--- src/rtl/online_pkg.sv ---
// Shared types and helpers for the online-arithmetic output stage.
package online_pkg;

    typedef logic [2:0] digit_t;

    localparam int DIGIT_MAX = 2;
    localparam int DIGIT_MIN = -2;

    typedef enum logic [1:0] {IDLE, SKIP, CONV, DONE} conv_state_t;

    function automatic logic digit_is_legal(input digit_t d);
        int v;
        v = int'($signed(d));
        return (v >= DIGIT_MIN) && (v <= DIGIT_MAX);
    endfunction

endpackage

--- src/rtl/online_to_parallel_converter_otf_step.sv ---
// One radix-4 on-the-fly conversion step: next Q and QM (= Q-1) for a legal digit.
module otf_step
    import online_pkg::*;
#(
    parameter int W = 43
) (
    input  logic [W-1:0] q,
    input  logic [W-1:0] qm,
    input  digit_t       d,
    output logic [W-1:0] q_next,
    output logic [W-1:0] qm_next
);

    logic         neg;
    logic         pos;
    logic [W-1:0] q_src;
    logic [W-1:0] qm_src;

    assign neg = d[2];
    assign pos = !d[2] && (d[1:0] != 2'b00);

    // Appended digits (d mod 4, (d-1) mod 4) are always in 0..3, so the shift-in needs no carry.
    assign q_src   = neg ? qm : q;
    assign qm_src  = pos ? q  : qm;
    assign q_next  = {q_src[W-3:0],  d[1:0]};
    assign qm_next = {qm_src[W-3:0], d[1:0] - 2'd1};

endmodule

--- src/rtl/online_to_parallel_converter.sv ---
// Drops the online-delay digits of an MSB-first radix-4 SD stream and converts the rest to two's complement.
module online_to_parallel_converter
    import online_pkg::*;
#(
    parameter  int N_DIGITS     = 21,
    parameter  int ONLINE_DELAY = 2,
    localparam int RES_W        = 2 * N_DIGITS + 1
) (
    input  logic             clk,
    input  logic             rst_n,
    input  logic             start,
    input  logic             en,
    input  digit_t           d_in,
    output logic             in_ready,
    output logic             out_valid,
    input  logic             out_ready,
    output logic [RES_W-1:0] result,
    output logic             digit_err,
    output logic             busy
);

    localparam int CNT_MAX = (ONLINE_DELAY > N_DIGITS) ? ONLINE_DELAY : N_DIGITS;
    localparam int CNT_W   = $clog2(CNT_MAX + 1);

    localparam conv_state_t      START_STATE = (ONLINE_DELAY > 0) ? SKIP : CONV;
    localparam logic [CNT_W-1:0] SKIP_LAST   = CNT_W'((ONLINE_DELAY > 0) ? ONLINE_DELAY - 1 : 0);
    localparam logic [CNT_W-1:0] CONV_LAST   = CNT_W'(N_DIGITS - 1);

    conv_state_t      state, base_state, nxt_state;
    logic [CNT_W-1:0] cnt, base_cnt, nxt_cnt;
    logic [RES_W-1:0] q, base_q, nxt_q;
    logic [RES_W-1:0] qm, base_qm, nxt_qm;
    logic [RES_W-1:0] step_q, step_qm, nxt_result;
    logic             base_err, nxt_err;
    logic             legal, restart;
    digit_t           d_eff;

    otf_step #(.W(RES_W)) u_step (
        .q       (base_q),
        .qm      (base_qm),
        .d       (d_eff),
        .q_next  (step_q),
        .qm_next (step_qm)
    );

    always_comb begin
        legal   = digit_is_legal(d_in);
        d_eff   = legal ? d_in : digit_t'(0);
        restart = start && ((state != DONE) || out_ready);

        // A (re)start wipes the operation first; a digit accepted alongside it belongs to the new one.
        base_state = state;
        base_cnt   = cnt;
        base_q     = q;
        base_qm    = qm;
        base_err   = digit_err;
        if (restart) begin
            base_state = START_STATE;
            base_cnt   = '0;
            base_q     = '0;
            base_qm    = '1;
            base_err   = 1'b0;
        end

        nxt_state  = base_state;
        nxt_cnt    = base_cnt;
        nxt_q      = base_q;
        nxt_qm     = base_qm;
        nxt_err    = base_err;
        nxt_result = result;

        if (state == DONE) begin
            if (out_ready && !start) begin
                nxt_state = IDLE;
            end
        end else if (en) begin
            case (base_state)
                SKIP: begin
                    if (base_cnt == SKIP_LAST) begin
                        nxt_state = CONV;
                        nxt_cnt   = '0;
                    end else begin
                        nxt_cnt = base_cnt + CNT_W'(1);
                    end
                end
                CONV: begin
                    nxt_q   = step_q;
                    nxt_qm  = step_qm;
                    nxt_err = base_err | !legal;
                    if (base_cnt == CONV_LAST) begin
                        nxt_state  = DONE;
                        nxt_cnt    = '0;
                        nxt_result = step_q;
                    end else begin
                        nxt_cnt = base_cnt + CNT_W'(1);
                    end
                end
                default: ;
            endcase
        end
    end

    always_ff @(posedge clk) begin
        if (!rst_n) begin
            state     <= IDLE;
            cnt       <= '0;
            q         <= '0;
            qm        <= '1;
            result    <= '0;
            digit_err <= 1'b0;
        end else begin
            state     <= nxt_state;
            cnt       <= nxt_cnt;
            q         <= nxt_q;
            qm        <= nxt_qm;
            result    <= nxt_result;
            digit_err <= nxt_err;
        end
    end

    assign in_ready  = (state != DONE);
    assign out_valid = (state == DONE);
    assign busy      = (state != IDLE);

endmodule
--- config.mk ---
export PLATFORM = sky130hd
export DESIGN_NAME = online_to_parallel_converter
export DESIGN_NICKNAME = d
export VERILOG_FILES = /design/src/rtl/online_pkg.sv /design/src/rtl/online_to_parallel_converter_otf_step.sv /design/src/rtl/online_to_parallel_converter.sv
export SDC_FILE = /design/constraint.sdc
export NUM_CORES = 1
export LEC_CHECK = 0
export ABC_CLOCK_PERIOD_IN_PS = 5300
export BUFFER_PORTS_ARGS = -buffer_cell sky130_fd_sc_hd__buf_4
export CAP_MARGIN = 25
export CORE_UTILIZATION = 64
export DETAILED_ROUTE_END_ITERATION = 7
export PLACE_DENSITY = 0.89
export SYNTH_ARGS = -nofsm -noshare
export SYNTH_HDL_FRONTEND = slang
export SYNTH_SLANG_ARGS = --single-unit
--- constraint.sdc ---
create_clock -name clk -period 5.3 [get_ports clk]
set_input_delay 0.53 -clock clk [delete_from_list [all_inputs] [get_ports clk]]
set_output_delay 0.53 -clock clk [all_outputs]
set_load 0.02 [all_outputs]
==> metrics.txt <==
status finished, final reports clean; most common cell after layout, fill and taps aside dfxtp_1; sequential share of power 45.1%; Filler Cells Inserted 670; die height 101 um; leak pwr 0.00257 uW; n_diodes 0; Global Route Usage Sum 35.5%; Num CTS Buffers 17; die area 0.0102 mm2; asr flop ratio synth 0%; post-placement cell count 896; post-layout min period 3240 ps; EDFF count, synth 0; Via-to-Cell Ratio 6.93; CTS Sinks 133; number of synthesis warnings 0; post-route ant nets 0; mean post-synth cell area 8.01 um2; PortBufs 54; Psw 551 uW; RSZ-0062 raised after global routing false; Fin Hold WS 308 ps; Total Power 2250 uW; CP required 5740 ps; critical path class register to register; clock network power share 48.3%; CTS tree yes; DR vias 6428; Finished Core Util 76.0%; Residual DRC 0; area share of the largest cell type after synthesis 42.4%; first-pass GRT wire length 28900 um; worst skew pair latency 520 ps; I/O pin count 55; largest net degree at the start of global routing 78; Max Cap Viol 0; Setup Buffers After CTS 0; Max Slew Vio Count 0; DR iter-0 viols 840; f_max 309 MHz; Layout area overhead 13.6%; FF+latch count, synth 133; Slew @ Worst Pin 1070 ps; setup TNS 0 ps; CP endpoint result[34]; worst hold path type input port to register; period utilization 61.1%; Yosys cell types 52; final setup fails 0; initial core utilization 66.9%; cts repair resizes 0; htree depth 4; worst vdd ir 0.263 mV; CTS root buffer clkbuf_8; Core Area 0.00937 mm2; antenna violations before repair 0; vias in the first global route 5902; Clock transition at path regs 60 ps; fin cells 927; TritonRoute pass-1 iters 8; Total Wirelength 17400 um; nature of the critical path startpoint register; mapped cell area 0.00627 mm2; Clock Skew 7.81 ps; Die Width 101 um; cts hold-fix bufs 0; Yosys top cell by area dfxtp_1; CP Capture Type register; P per Cell Area 316 mW/mm2; Critical R2R Capture result[34]; number of hold violations in the final report 0; critical path arrival 3680 ps; Net Sw Frac 24.5%; DP HPWL 9690 um; synthesized instance count 783; final layout net count 799; r2r startpoint state[1]; path depth of the worst reg2reg path 12; Slew headroom 28.4%; sequential-to-total area share from yosys stat 42.4%; average wire per standard cell 18.8 um; Final Wtd Congestion 0.924; gr ovfl total 0; Clock Path Buffers 2; Critical Path Start state[1]; share of layout cells above drive strength 1 13.3%; Pint 1700 uW; most frequent cells in the layout dfxtp_1 (133), o21ai_0 (129), a31oi_1 (74); FP Rows 35; syn_nets 795; power share of the combinational group 6.6%; Synth Flop Type dfxtp_1; R2R Setup Slk 2060 ps; worst-path fanout max 52; Area contributors post-synth dfxtp_1 (42%), o21ai_0 (10%), a31oi_1 (7.4%)
-- registers in the layout, indices dropped and copies added (netlist names) --
name / count
result: 43
digit_err: 1
qm: 41
q: 41
state: 2
cnt: 5
-- per-layer routing --
layer,global-route usage [%],share of wire (%)
met1,45.6,39
met2,55.8,48
met3,8.11,10
met4,18.5,2.9
met5,0,0
-- per-stage QoR --
step | cell area (um2) | setup slack, ps
2_1_floorplan | 6270 | 2630
3_3_place_gp | 6560 | 2170
4_1_cts | 7100 | 1970
5_1_grt | 7120 | 1830
6_report | 7120 | 2060
3_5_place_dp | 6560 | 1990
-- kinds of logic (layout without fill, tap and decap cells) --
| logic type | Yosys count | count (layout) | synth area share, % |
|---|---|---|---|
| flops | 133 | 133 | 42.4 |
| fa+ha+maj | 4 | 4 | 0.798 |
| simple gates | 165 | 165 | 13.0 |
| compound gates | 388 | 388 | 36.7 |
| buf+inv | 91 | 106 | 6.84 |
| xor+xnor | 2 | 2 | 0.279 |
-- worst max-delay path: stages, from the launching register on --
cell and delay, ps:
dfxtp_1 450, nand3b_1 110, buf_4 270, nand2_1 160, nand2_1 120, inv_1 120, ha_1 270, nand2_1 140
buf_4 310, nor4_4 320, buf_4 460, o21ai_0 180, a31oi_1 230
-- power by group through the flow --
stage,sequential (uW),clock (uW),combinational (uW)
CTS,1010,1090,140
finish,1010,1090,149
floorplan,1030,0,104
detailed placement,1040,0,139
global placement,1030,0,135
global route,1010,1140,158
-- final cells by class --
class | count | area, um2 | area share, %
Clock inverter | 7 | 75.1 | 1.05
Timing Repair Buffer | 69 | 538 | 7.55
Multi-Input combinational cell | 559 | 3190 | 44.8
Inverter | 7 | 26.3 | 0.369
Tap cell | 129 | 161 | 2.27
Sequential cell | 133 | 2660 | 37.4
Clock buffer | 23 | 467 | 6.55
-- synthesized netlist by cell type (6+ instances only) --
master,n
buf_2,24
nand3_1,6
a31oi_1,74
buf_4,7
dfxtp_1,133
o21ai_1,31
nor4_1,39
nand2_1,55
o21ai_0,129
nor2_1,40
a21oi_1,55
o21a_1,41
a21boi_0,36
clkbuf_1,47
-- worst min-delay path by stage --
stage	startpoint	cells after the start	slack (ps)	endpoint
detailed placement	q[39]	2	480	result[41]
floorplan	q[40]	2	450	result[42]
global placement	result[1]	2	460	result[1]
finish	out_ready	3	310	state[0]
CTS	out_ready	3	300	state[0]
global route	out_ready	3	310	state[0]
No activity file was read; power rests on OpenSTA's default activity.
